File: src/rtl/wb_arb_pkg.sv
// rtl/wb_arb_pkg.sv - shared types, constants and helper functions for the Wishbone arbiter/crossbar
package wb_arb_pkg;

   typedef enum logic {
      IDLE = 1'b0,
      BUSY = 1'b1
   } state_t;

   localparam int WD_W    = 16;
   localparam int RR_MAX  = 8;
   localparam int ADR_MAX = 64;

   // Returns {found, index} of the first request strictly after 'last', searching upward with wrap over n masters.
   function automatic logic [3:0] rr_next(input logic [RR_MAX-1:0] req, input logic [2:0] last, input int n);
      logic [3:0] res;
      int         idx;
      res = '0;
      for (int k = RR_MAX; k >= 1; k--) begin
         if (k <= n) begin
            idx = (int'(last) + k) % n;
            if (req[idx[2:0]]) res = {1'b1, idx[2:0]};
         end
      end
      return res;
   endfunction

   function automatic logic addr_match(input logic [ADR_MAX-1:0] adr, input logic [ADR_MAX-1:0] base,
                                       input logic [ADR_MAX-1:0] mask);
      return (adr & mask) == base;
   endfunction

endpackage

File: src/rtl/wb_rr_arbiter.sv
// rtl/wb_rr_arbiter.sv - round-robin arbiter with registered one-hot grant and last-granted pointer
module wb_rr_arbiter
   import wb_arb_pkg::*;
#(
   parameter int NM = 4
) (
   input  logic          clk,
   input  logic          rst_n,
   input  logic [NM-1:0] req,
   input  logic          load,
   input  logic          clear,
   output logic [NM-1:0] gnt
);

   logic [2:0]    ptr;
   logic [2:0]    gnt_idx;
   logic [3:0]    nxt;
   logic [NM-1:0] gnt_next;

   always_comb begin
      nxt      = rr_next(8'(req), ptr, NM);
      gnt_next = '0;
      gnt_idx  = '0;
      for (int i = 0; i < NM; i++) begin
         gnt_next[i] = nxt[3] && (nxt[2:0] == 3'(i));
         if (gnt[i]) gnt_idx = 3'(i);
      end
   end

   // Pointer resets to the top master so master 0 wins the first contest; it advances on release.
   always_ff @(posedge clk) begin
      if (!rst_n) begin
         gnt <= '0;
         ptr <= 3'(NM-1);
      end else if (load) begin
         gnt <= gnt_next;
      end else if (clear) begin
         gnt <= '0;
         ptr <= gnt_idx;
      end
   end

endmodule

File: src/rtl/wb_arbiter_xbar.sv
// rtl/wb_arbiter_xbar.sv - shared-bus Wishbone interconnect, NM masters to NS slaves, one transfer in flight
// Optional bus watchdog enabled by defining WB_ARB_WATCHDOG_EN.
module wb_arbiter_xbar
   import wb_arb_pkg::*;
#(
   parameter int                NM      = 4,
   parameter int                NS      = 8,
   parameter int                AW      = 32,
   parameter int                DW      = 32,
   parameter logic [NS*AW-1:0]  S_BASE  = {NS{32'h0}},
   parameter logic [NS*AW-1:0]  S_MASK  = {NS{32'hF0000000}},
   parameter int                TIMEOUT = 255
) (
   input  logic                 clk_i,
   input  logic                 rst_n_i,
   input  logic [NM*AW-1:0]     m_adr_i,
   input  logic [NM*DW-1:0]     m_dat_i,
   input  logic [NM*(DW/8)-1:0] m_sel_i,
   input  logic [NM-1:0]        m_we_i,
   input  logic [NM-1:0]        m_cyc_i,
   input  logic [NM-1:0]        m_stb_i,
   output logic [DW-1:0]        m_dat_o,
   output logic [NM-1:0]        m_ack_o,
   output logic [NM-1:0]        m_err_o,
   output logic [NM-1:0]        m_rty_o,
   output logic [AW-1:0]        s_adr_o,
   output logic [DW-1:0]        s_dat_o,
   output logic [DW/8-1:0]      s_sel_o,
   output logic                 s_we_o,
   output logic [NS-1:0]        s_cyc_o,
   output logic [NS-1:0]        s_stb_o,
   input  logic [NS*DW-1:0]     s_dat_i,
   input  logic [NS-1:0]        s_ack_i,
   input  logic [NS-1:0]        s_err_i,
   input  logic [NS-1:0]        s_rty_i,
   output logic [NM-1:0]        gnt_o
);

   if (TIMEOUT < 1 || TIMEOUT > 65535) begin : g_bad_timeout
      $error("wb_arbiter_xbar: TIMEOUT out of range");
   end

   state_t          state, state_next;
   logic [NM-1:0]   gnt;
   logic            arb_load, arb_clear;
   logic            g_cyc, g_stb, g_we;
   logic [AW-1:0]   g_adr;
   logic [DW-1:0]   g_dat;
   logic [DW/8-1:0] g_sel;
   logic [NS-1:0]   dec_oh;
   logic            hit;
   logic [DW-1:0]   slv_dat;
   logic            slv_ack, slv_err, slv_rty;
   logic            int_err, wd_fire;

   wb_rr_arbiter #(.NM(NM)) u_arb (
      .clk   (clk_i),
      .rst_n (rst_n_i),
      .req   (m_cyc_i),
      .load  (arb_load),
      .clear (arb_clear),
      .gnt   (gnt)
   );

   always_ff @(posedge clk_i) begin
      if (!rst_n_i) state <= IDLE;
      else          state <= state_next;
   end

   always_comb begin
      state_next = state;
      arb_load   = 1'b0;
      arb_clear  = 1'b0;
      case (state)
         IDLE: if (|m_cyc_i) begin
            state_next = BUSY;
            arb_load   = 1'b1;
         end
         BUSY: if (!g_cyc) begin
            state_next = IDLE;
            arb_clear  = 1'b1;
         end
         default: state_next = IDLE;
      endcase
   end

   // Grant is non-zero only while BUSY, so every shared signal idles at zero.
   always_comb begin
      g_cyc = 1'b0;
      g_stb = 1'b0;
      g_we  = 1'b0;
      g_adr = '0;
      g_dat = '0;
      g_sel = '0;
      for (int i = 0; i < NM; i++) begin
         if (gnt[i]) begin
            g_cyc = m_cyc_i[i];
            g_stb = m_cyc_i[i] & m_stb_i[i];
            g_we  = m_we_i[i];
            g_adr = m_adr_i[i*AW +: AW];
            g_dat = m_dat_i[i*DW +: DW];
            g_sel = m_sel_i[i*(DW/8) +: DW/8];
         end
      end
   end

   always_comb begin
      dec_oh = '0;
      hit    = 1'b0;
      for (int j = NS-1; j >= 0; j--) begin
         if (g_cyc && addr_match(ADR_MAX'(g_adr), ADR_MAX'(S_BASE[j*AW +: AW]), ADR_MAX'(S_MASK[j*AW +: AW]))) begin
            dec_oh    = '0;
            dec_oh[j] = 1'b1;
            hit       = 1'b1;
         end
      end
   end

   always_comb begin
      slv_dat = '0;
      for (int j = 0; j < NS; j++) begin
         if (dec_oh[j]) slv_dat = s_dat_i[j*DW +: DW];
      end
   end

   assign slv_ack = |(s_ack_i & dec_oh);
   assign slv_err = |(s_err_i & dec_oh);
   assign slv_rty = |(s_rty_i & dec_oh);

   // Unmapped responder: one err per strobe phase, a cycle after the strobe is seen.
   always_ff @(posedge clk_i) begin
      if (!rst_n_i) int_err <= 1'b0;
      else          int_err <= g_stb & ~hit & ~int_err;
   end

`ifdef WB_ARB_WATCHDOG_EN
   logic [WD_W-1:0] wd_cnt;
   logic            stalled;

   assign stalled = g_stb & ~(slv_ack | slv_err | slv_rty | int_err);
   assign wd_fire = g_stb & (wd_cnt == WD_W'(TIMEOUT));

   always_ff @(posedge clk_i) begin
      if (!rst_n_i)                wd_cnt <= '0;
      else if (wd_fire || !stalled) wd_cnt <= '0;
      else                         wd_cnt <= wd_cnt + WD_W'(1);
   end
`else
   assign wd_fire = 1'b0;
`endif

   assign s_adr_o = g_adr;
   assign s_dat_o = g_dat;
   assign s_sel_o = g_sel;
   assign s_we_o  = g_we;
   assign s_cyc_o = (g_cyc & ~wd_fire) ? dec_oh : '0;
   assign s_stb_o = (g_stb & ~wd_fire) ? dec_oh : '0;

   assign m_dat_o = slv_dat;
   assign m_ack_o = {NM{slv_ack}} & gnt;
   assign m_err_o = {NM{slv_err | int_err | wd_fire}} & gnt;
   assign m_rty_o = {NM{slv_rty}} & gnt;
   assign gnt_o   = gnt;

endmodule

File: config.mk
export PLATFORM = sky130hd
export DESIGN_NAME = wb_arbiter_xbar
export DESIGN_NICKNAME = d
export VERILOG_FILES = /design/src/rtl/wb_arb_pkg.sv /design/src/rtl/wb_rr_arbiter.sv /design/src/rtl/wb_arbiter_xbar.sv
export SDC_FILE = /design/constraint.sdc
export NUM_CORES = 1
export LEC_CHECK = 0
export BUFFER_PORTS_ARGS = -buffer_cell sky130_fd_sc_hd__clkbuf_2
export CAP_MARGIN = 20
export CORE_AREA = 10 10 266 268
export DETAILED_ROUTE_END_ITERATION = 8
export DIE_AREA = 0 0 276 278
export HOLD_SLACK_MARGIN = 0.1
export PLACE_DENSITY = 0.3
export SKIP_LAST_GASP = 1
export SLEW_MARGIN = 20
export SYNTH_ARGS = -nofsm -noshare
export SYNTH_HDL_FRONTEND = slang
export SYNTH_SLANG_ARGS = --single-unit
File: constraint.sdc
create_clock -name clk_i -period 2 [get_ports clk_i]
set_clock_uncertainty 0.15 [all_clocks]
set_input_delay 0.2 -clock clk_i [delete_from_list [all_inputs] [get_ports clk_i]]
set_output_delay 0.2 -clock clk_i [all_outputs]
set_load 0.1 [all_outputs]
* Word level (Yosys, flattened, before mapping)
Index checks and enable logic that the tools add are counted.
** Word-level totals
- Flip-flop bits (word level) :: 8
- Latch bits :: 0
- Memory bits (writable) :: 0
- Memory bits (read-only) :: 0
- Bits of input ports :: 566
- Output and inout bits :: 133
- Memories kept :: 0
** Operators by class
- $add $sub $neg :: 4
- Multipliers :: 0
- Divide/modulo/power cells :: 0
- Order comparisons :: 4
- Eq/ne operators :: 3
- Shift operators :: 0
- Mux-type cells :: 59
- Bitwise operators :: 21
- Reduce and logical (&&, ||, !) cells :: 17
** Operators with widths (number)
- two-way mux 32 bit :: 16
- logical NOT 64 bit :: 1
- two-way mux 4 bit :: 10
- bitwise AND 8 bit :: 3
- two-way mux 1 bit :: 24
- OR reduction 8 bit :: 3
- less-than comparator 3 x 4 -> 1 bit (second input constant) :: 4
- two-way mux 8 bit :: 2
- bitwise AND 4 bit :: 3
- binary-select mux 1 bit (select 3 bit) :: 4
- OR reduction 2 bit :: 4
- bitwise AND 1 bit :: 6
- equality test 3 x 2 -> 1 bit (second input constant) :: 2
- logical AND 1 bit :: 5
- adder 2 x 1 -> 2 bit (second input constant) :: 2
- adder 2 bit (second input constant) :: 2
- bitwise AND 1 bit (first input constant) :: 4
- two-way mux 2 bit :: 2
- NOT 1 bit :: 4
- OR reduction 4 bit :: 1
- equality test 3 x 1 -> 1 bit (second input constant) :: 1
- logical NOT 3 bit :: 1
- one-hot mux 1 bit (2 select lines) :: 1
- AND reduction 2 bit :: 1
- 2 further kinds :: 2

* Logic depth before layout (Yosys ltp)
- Depth in word-level cells :: 15
- Mapped depth :: 8
- Gate-level depth less buffers :: 5

* By module
Synthesis repeated with hierarchy kept, for this count alone.
** Unflattened totals
- Cell total of the unflattened synthesis :: 526
- Area, all modules :: 2866.5 µm²
** Modules (own cells, without submodules)
- wb_arbiter_xbar :: instances 1, cells an instance 487, area each 2548.7 µm², sequential area each 40.0 µm²
- wb_rr_arbiter :: instances 1, cells an instance 39, area each 317.8 µm², sequential area each 120.1 µm²

* Least setup slack after synthesis
No wires, ideal clock.
- Kind :: reg2out
- Start :: reg u_arb.gnt[1]
- End :: out m_dat_o[23]
- Data arrival time :: 4.072 ns
- Required time :: 1.650 ns
- Path slack :: -2.422 ns
- Stages on the path, launching flop included :: 9
- Buffers on the path :: 3
- Cells stage by stage :: dfxtp_1 -> nor2b_1 -> buf_2 -> a221oi_2 -> a2bb2oi_1 -> nor4_2 -> buf_2 -> buf_6 -> and2_1
** On the way
- Word-level cells in the longest chain between the ends :: 14
- Elaborated cells between the ends (all ways) :: 17
- Classes of those cells :: mux: 15; reduce/logical: 2
** Ends and longest elaborated chain
- from (decl) :: line wb_rr_arbiter.sv:12 : output logic [NM-1:0] gnt
- from (signal assigned) :: line wb_rr_arbiter.sv:36 : gnt <= gnt_next;
- two-way mux 32 bit (3 in series) :: line wb_arbiter_xbar.sv:96 : if (gnt[i]) begin
- named net s_adr_o[28] :: line wb_arbiter_xbar.sv:26 : output logic [AW-1:0] s_adr_o,
- logical NOT 64 bit :: line wb_arb_pkg.sv:29 : return (adr & mask) == base;
- logical AND 1 bit :: line wb_arbiter_xbar.sv:111 : if (g_cyc && addr_match(ADR_MAX'(g_adr), ADR_MAX'(S_BASE[j*AW +: AW]), ADR_MAX'(S_MASK[j*AW +: AW]))) begin
- two-way mux 1 bit :: line wb_arbiter_xbar.sv:111
- two-way mux 32 bit (8 in series) :: line wb_arbiter_xbar.sv:122 : if (dec_oh[j]) slv_dat = s_dat_i[j*DW +: DW];
- to (decl) :: line wb_arbiter_xbar.sv:22 : output logic [DW-1:0] m_dat_o,
The timed path passes the listed nets, and every way through them passes these cells.

* Worst setup path after layout
- Start :: reg u_arb.gnt[1]
- End :: out m_ack_o[1]
** On the way
- Word-level cells in the longest chain between the ends :: 9
- Elaborated cells between the ends (all ways) :: 12
- Classes of those cells :: mux: 7; bitwise: 2; reduce/logical: 3
** Ends and longest elaborated chain
- two-way mux 32 bit (3 in series) :: line wb_arbiter_xbar.sv:96
- logical NOT 64 bit :: line wb_arb_pkg.sv:29
- logical AND 1 bit :: line wb_arbiter_xbar.sv:111
- two-way mux 1 bit :: line wb_arbiter_xbar.sv:111
- bitwise AND 8 bit :: line wb_arbiter_xbar.sv:126 : assign slv_ack = |(s_ack_i & dec_oh);
- OR reduction 8 bit :: line wb_arbiter_xbar.sv:126
- bitwise AND 4 bit * :: line wb_arbiter_xbar.sv:160 : assign m_ack_o = {NM{slv_ack}} & gnt;
- to (decl) :: line wb_arbiter_xbar.sv:23 : output logic [NM-1:0] m_ack_o,
Mark *: on every way between the ends. The rest lies on a longest branch, timed or not.

==> results.yml <==
setup_path:
  critical_path_cell_by_cell: "nor2b_4 -> buf_12 -> a221oi_4 -> o21ai_4 -> nor4_4 -> buf_12 -> buf_12 -> and3_2 -> buf_12"
  worst_ep_required_ps: 1650
  cp-end-kind: "output pin"
  crit_path_max_fanout: 12
  reg2regPathDepth: 9
  reg2reg_to: "int_err$_SDFF_PN0_"
  crit_path_start_kind: "flip-flop"
  regToRegStartpoint: "u_arb.gnt[2]$_SDFFE_PN0P_"
  worst-r2r-setup-slack_ps: -70
  critPathMaxStageDelay_ps: 340
  cp_data_arrival_time_ps: 2250
  cp_most_frequent_cell: "sky130_fd_sc_hd__buf_12"
  slowest_stage: "sky130_fd_sc_hd__dfxtp_4"
  path_class: "flip-flop to output pin"
floorplanning:
  floorplan.die.width_um: 276
  number_of_placed_i_o_pins: 699
  placement_rows: 94
  dieHeight_um: 278
  core_ar_um2: 65400
  start_util: 0.0404
  fp.dieArea_um2: 76700
drt:
  drt_first_pass_iters: 4
  via_per_inst: 3.09
  drcViolationCount: 0
  antenna_left: 0
  wire_per_inst_um: 19.6
  via_count: 5342
  first_iter_violations: 168
  routed_wirelength_mm: 33.9
final_layout:
  area_delta_synth_final_pct: 268
  regArea_um2: 175
  design_area_um2: 9710
  layout.core_utilization: 0.149
  finalNetCount: 1428
  multi_input_comb_area_um2: 3220
  final_cells: 1727
  layout.filler_cells: 7502
  drive_above_1_share: 0.796
grt:
  grt_usage: 0.0831
  grt_pass1_wl_mm: 46.9
  grt-ovfl-total: 0
  grt_start_max_net_pins: 51
  grt_antenna_before_repair: 6
  via_count_of_the_first_global_routing_pass: 6075
clocking:
  clock_sink_count: 8
  post_cts_hold_buffer_count: 0
  tritoncts: "done"
  clk_path_buf_depth: 2
  clkLatencyLatePin_ps: 240
  cts_inserted_buffers: 3
  path_clk_slew_ps: 40
  cts_root_buffer: "sky130_fd_sc_hd__clkbuf_16"
  cts-htree-levels: 1
worst_hold_path:
  min_to: "u_arb.ptr[0]$_SDFFE_PN1P_"
  hold_path.class: "primary input to flip-flop"
  hold_path_startpoint: "rst_n_i"
  whs_path_depth: 2
logic_synthesis:
  yosysWarningCount: 0
  synth_top_cell_area_share: 0.246
  synth-edff-count: 0
  yosys.area.top_type: "sky130_fd_sc_hd__a221o_1"
  yosys-top-cells-area: "sky130_fd_sc_hd__a221o_1, sky130_fd_sc_hd__a22oi_1, sky130_fd_sc_hd__nor2_1"
  syn_area_per_cell_um2: 6.90
  synth_cells: 383
  synth_async_sr_flop_share: 0
  post_synth_instance_area_um2: 2640
  synth_cell_types: 43
  synth_sequential_area_ratio: 0.0606
  postSynthRegisterBits: 8
  ys_dominant_reg_cell: "sky130_fd_sc_hd__dfxtp_1"
timing:
  finalSetupViolCount: 113
  hold_viol: 0
  slew_viol_final: 0
  unrepaired_setup_endpoints_after_global_routing: "true"
  worst_slew_margin_rel: 0.632
  timing.final.crit_period_ps: 2600
  worst_slew_pin_slew_ps: 554
  final_min_period_over_clock_period: 1.30
  finalWorstSetupSlack_ps: -604
  max_freq_mhz: 384
placement:
  postPlaceCellArea_um2: 8620
  routabilityCongestion: 0.845
  place_ws_ps: -454
  numPlacedInstances: 1689
  numPortBuffers: 439
  detailedPlacementHpwl_mm: 27.9
flow_run:
  count_of_maximum_capacitance_violations: 0
pwr:
  power.leakage_nw: 4.22
  vdd_ir_drop_max_v: 0.000388
  power_density_nw_per_um2: 821
  total_power_mw: 7.98
status:
  failing_checks: "setup timing"
  status: "complete, but fails checks"
-- final cells by class --
cell class                 count  area share
clock buffer                   4     0.00811
tap                          864       0.111
inverter                       1    0.000386
sequential                     8      0.0180
multi-input combinational    326       0.332
timing repair buffer         522       0.530
antenna                        2    0.000515
-- synth_stat cells, types with 6 or more instances --
cell type and instances:
sky130_fd_sc_hd__and3_1 9, sky130_fd_sc_hd__and2_1 40, sky130_fd_sc_hd__clkbuf_1 25, sky130_fd_sc_hd__buf_4 15, sky130_fd_sc_hd__buf_2 8, sky130_fd_sc_hd__buf_1 10
sky130_fd_sc_hd__nor2_1 70, sky130_fd_sc_hd__a22oi_1 66, sky130_fd_sc_hd__nand2_1 7, sky130_fd_sc_hd__nor2b_1 6, sky130_fd_sc_hd__dfxtp_1 8, sky130_fd_sc_hd__a221o_1 65
-- worst max path at each step --
stage | from | end | slack, ps | depth (start not counted)
after floorplan | u_arb.gnt[1]$_SDFFE_PN0P_ | m_dat_o[23] | -680 | 8
after global placement | u_arb.gnt[3]$_SDFFE_PN0P_ | m_ack_o[2] | -410 | 7
after detailed placement | u_arb.gnt[3]$_SDFFE_PN0P_ | m_ack_o[1] | -450 | 7
after CTS | u_arb.gnt[1]$_SDFFE_PN0P_ | m_ack_o[1] | -620 | 9
after global routing | u_arb.gnt[1]$_SDFFE_PN0P_ | m_ack_o[1] | -700 | 8
final | u_arb.gnt[1]$_SDFFE_PN0P_ | m_ack_o[1] | -600 | 9
-- registers in the layout, summed over array words and instances, names as in the netlist --
| name | count |
|---|---|
| int_err | 1 |
| state | 1 |
| u_arb.ptr | 2 |
| u_arb.gnt | 4 |
-- per-stage QoR --
step,hold slack [ps],setup TNS (ps)
detailed placement,358,-27750
finish,103,-52430
CTS,114,-55190
floorplan,130,-48320
global placement,363,-24530
global route,142,-62810
-- report_power, final --
| group | internal (mW) | switching, mW | total [mW] |
|---|---|---|---|
| combinational | 2.92 | 4.48 | 7.40 |
| clock | 0.268 | 0.0980 | 0.366 |
| sequential | 0.181 | 0.0306 | 0.212 |
-- what timing repair did --
action,in CTS,in global routing
buffers inserted,19,6
gates resized for setup,68,37
endpoints found under the setup margin,114,119
pin swaps,21,21
gates cloned,14,2
-- critical path, delay by kind of cell (launching register included) --
| kind | cells | cell delay [ps] |
|---|---|---|
| AOI/OAI and AO/OA | 2 | 360 |
| buffers and inverters | 4 | 640 |
| DFF | 1 | 340 |
| and+or+nand+nor | 3 | 680 |
-- metal layers --
metal | routed length, um | GRT usage | up-vias
met1 | 13100 | 0.0913 | 2493
li1 | - | - | 2462
met3 | 3890 | 0.0407 | 24
met5 | 31 | 0 | -
met2 | 16100 | 0.142 | 359
met4 | 782 | 0.0199 | 4
-- cell usage in the layout, fill, tap and decap left out, types with 3 or more instances in the layout --
cell type,instances
sky130_fd_sc_hd__nand2_1,4
sky130_fd_sc_hd__clkbuf_2,322
sky130_fd_sc_hd__conb_1,14
sky130_fd_sc_hd__nor2_1,58
sky130_fd_sc_hd__clkbuf_16,4
sky130_fd_sc_hd__dfxtp_1,4
sky130_fd_sc_hd__nor2b_1,5
sky130_fd_sc_hd__nand2b_1,4
sky130_fd_sc_hd__buf_6,8
sky130_fd_sc_hd__and2_4,33
sky130_fd_sc_hd__buf_8,3
sky130_fd_sc_hd__a21oi_1,3
sky130_fd_sc_hd__a22oi_1,31
sky130_fd_sc_hd__a22oi_2,35
sky130_fd_sc_hd__and2_1,7
sky130_fd_sc_hd__nor2_2,10
sky130_fd_sc_hd__buf_16,12
sky130_fd_sc_hd__and3_2,6
sky130_fd_sc_hd__buf_12,136
sky130_fd_sc_hd__dfxtp_4,4
sky130_fd_sc_hd__buf_4,39
sky130_fd_sc_hd__a221o_1,15
sky130_fd_sc_hd__a221o_4,50
sky130_fd_sc_hd__nand3_1,3
-- logic make-up (layout without fill, tap and decap cells) --
group,count (synthesis),after routing,synth area share
other,1,16,0.00142
AOI/OAI and AO/OA,160,160,0.518
muxes,1,1,0.00379
and+or+nand+nor,151,151,0.295
DFF,8,8,0.0606
buffers and inverters,62,527,0.122
Power figures use the tool's default switching activity.
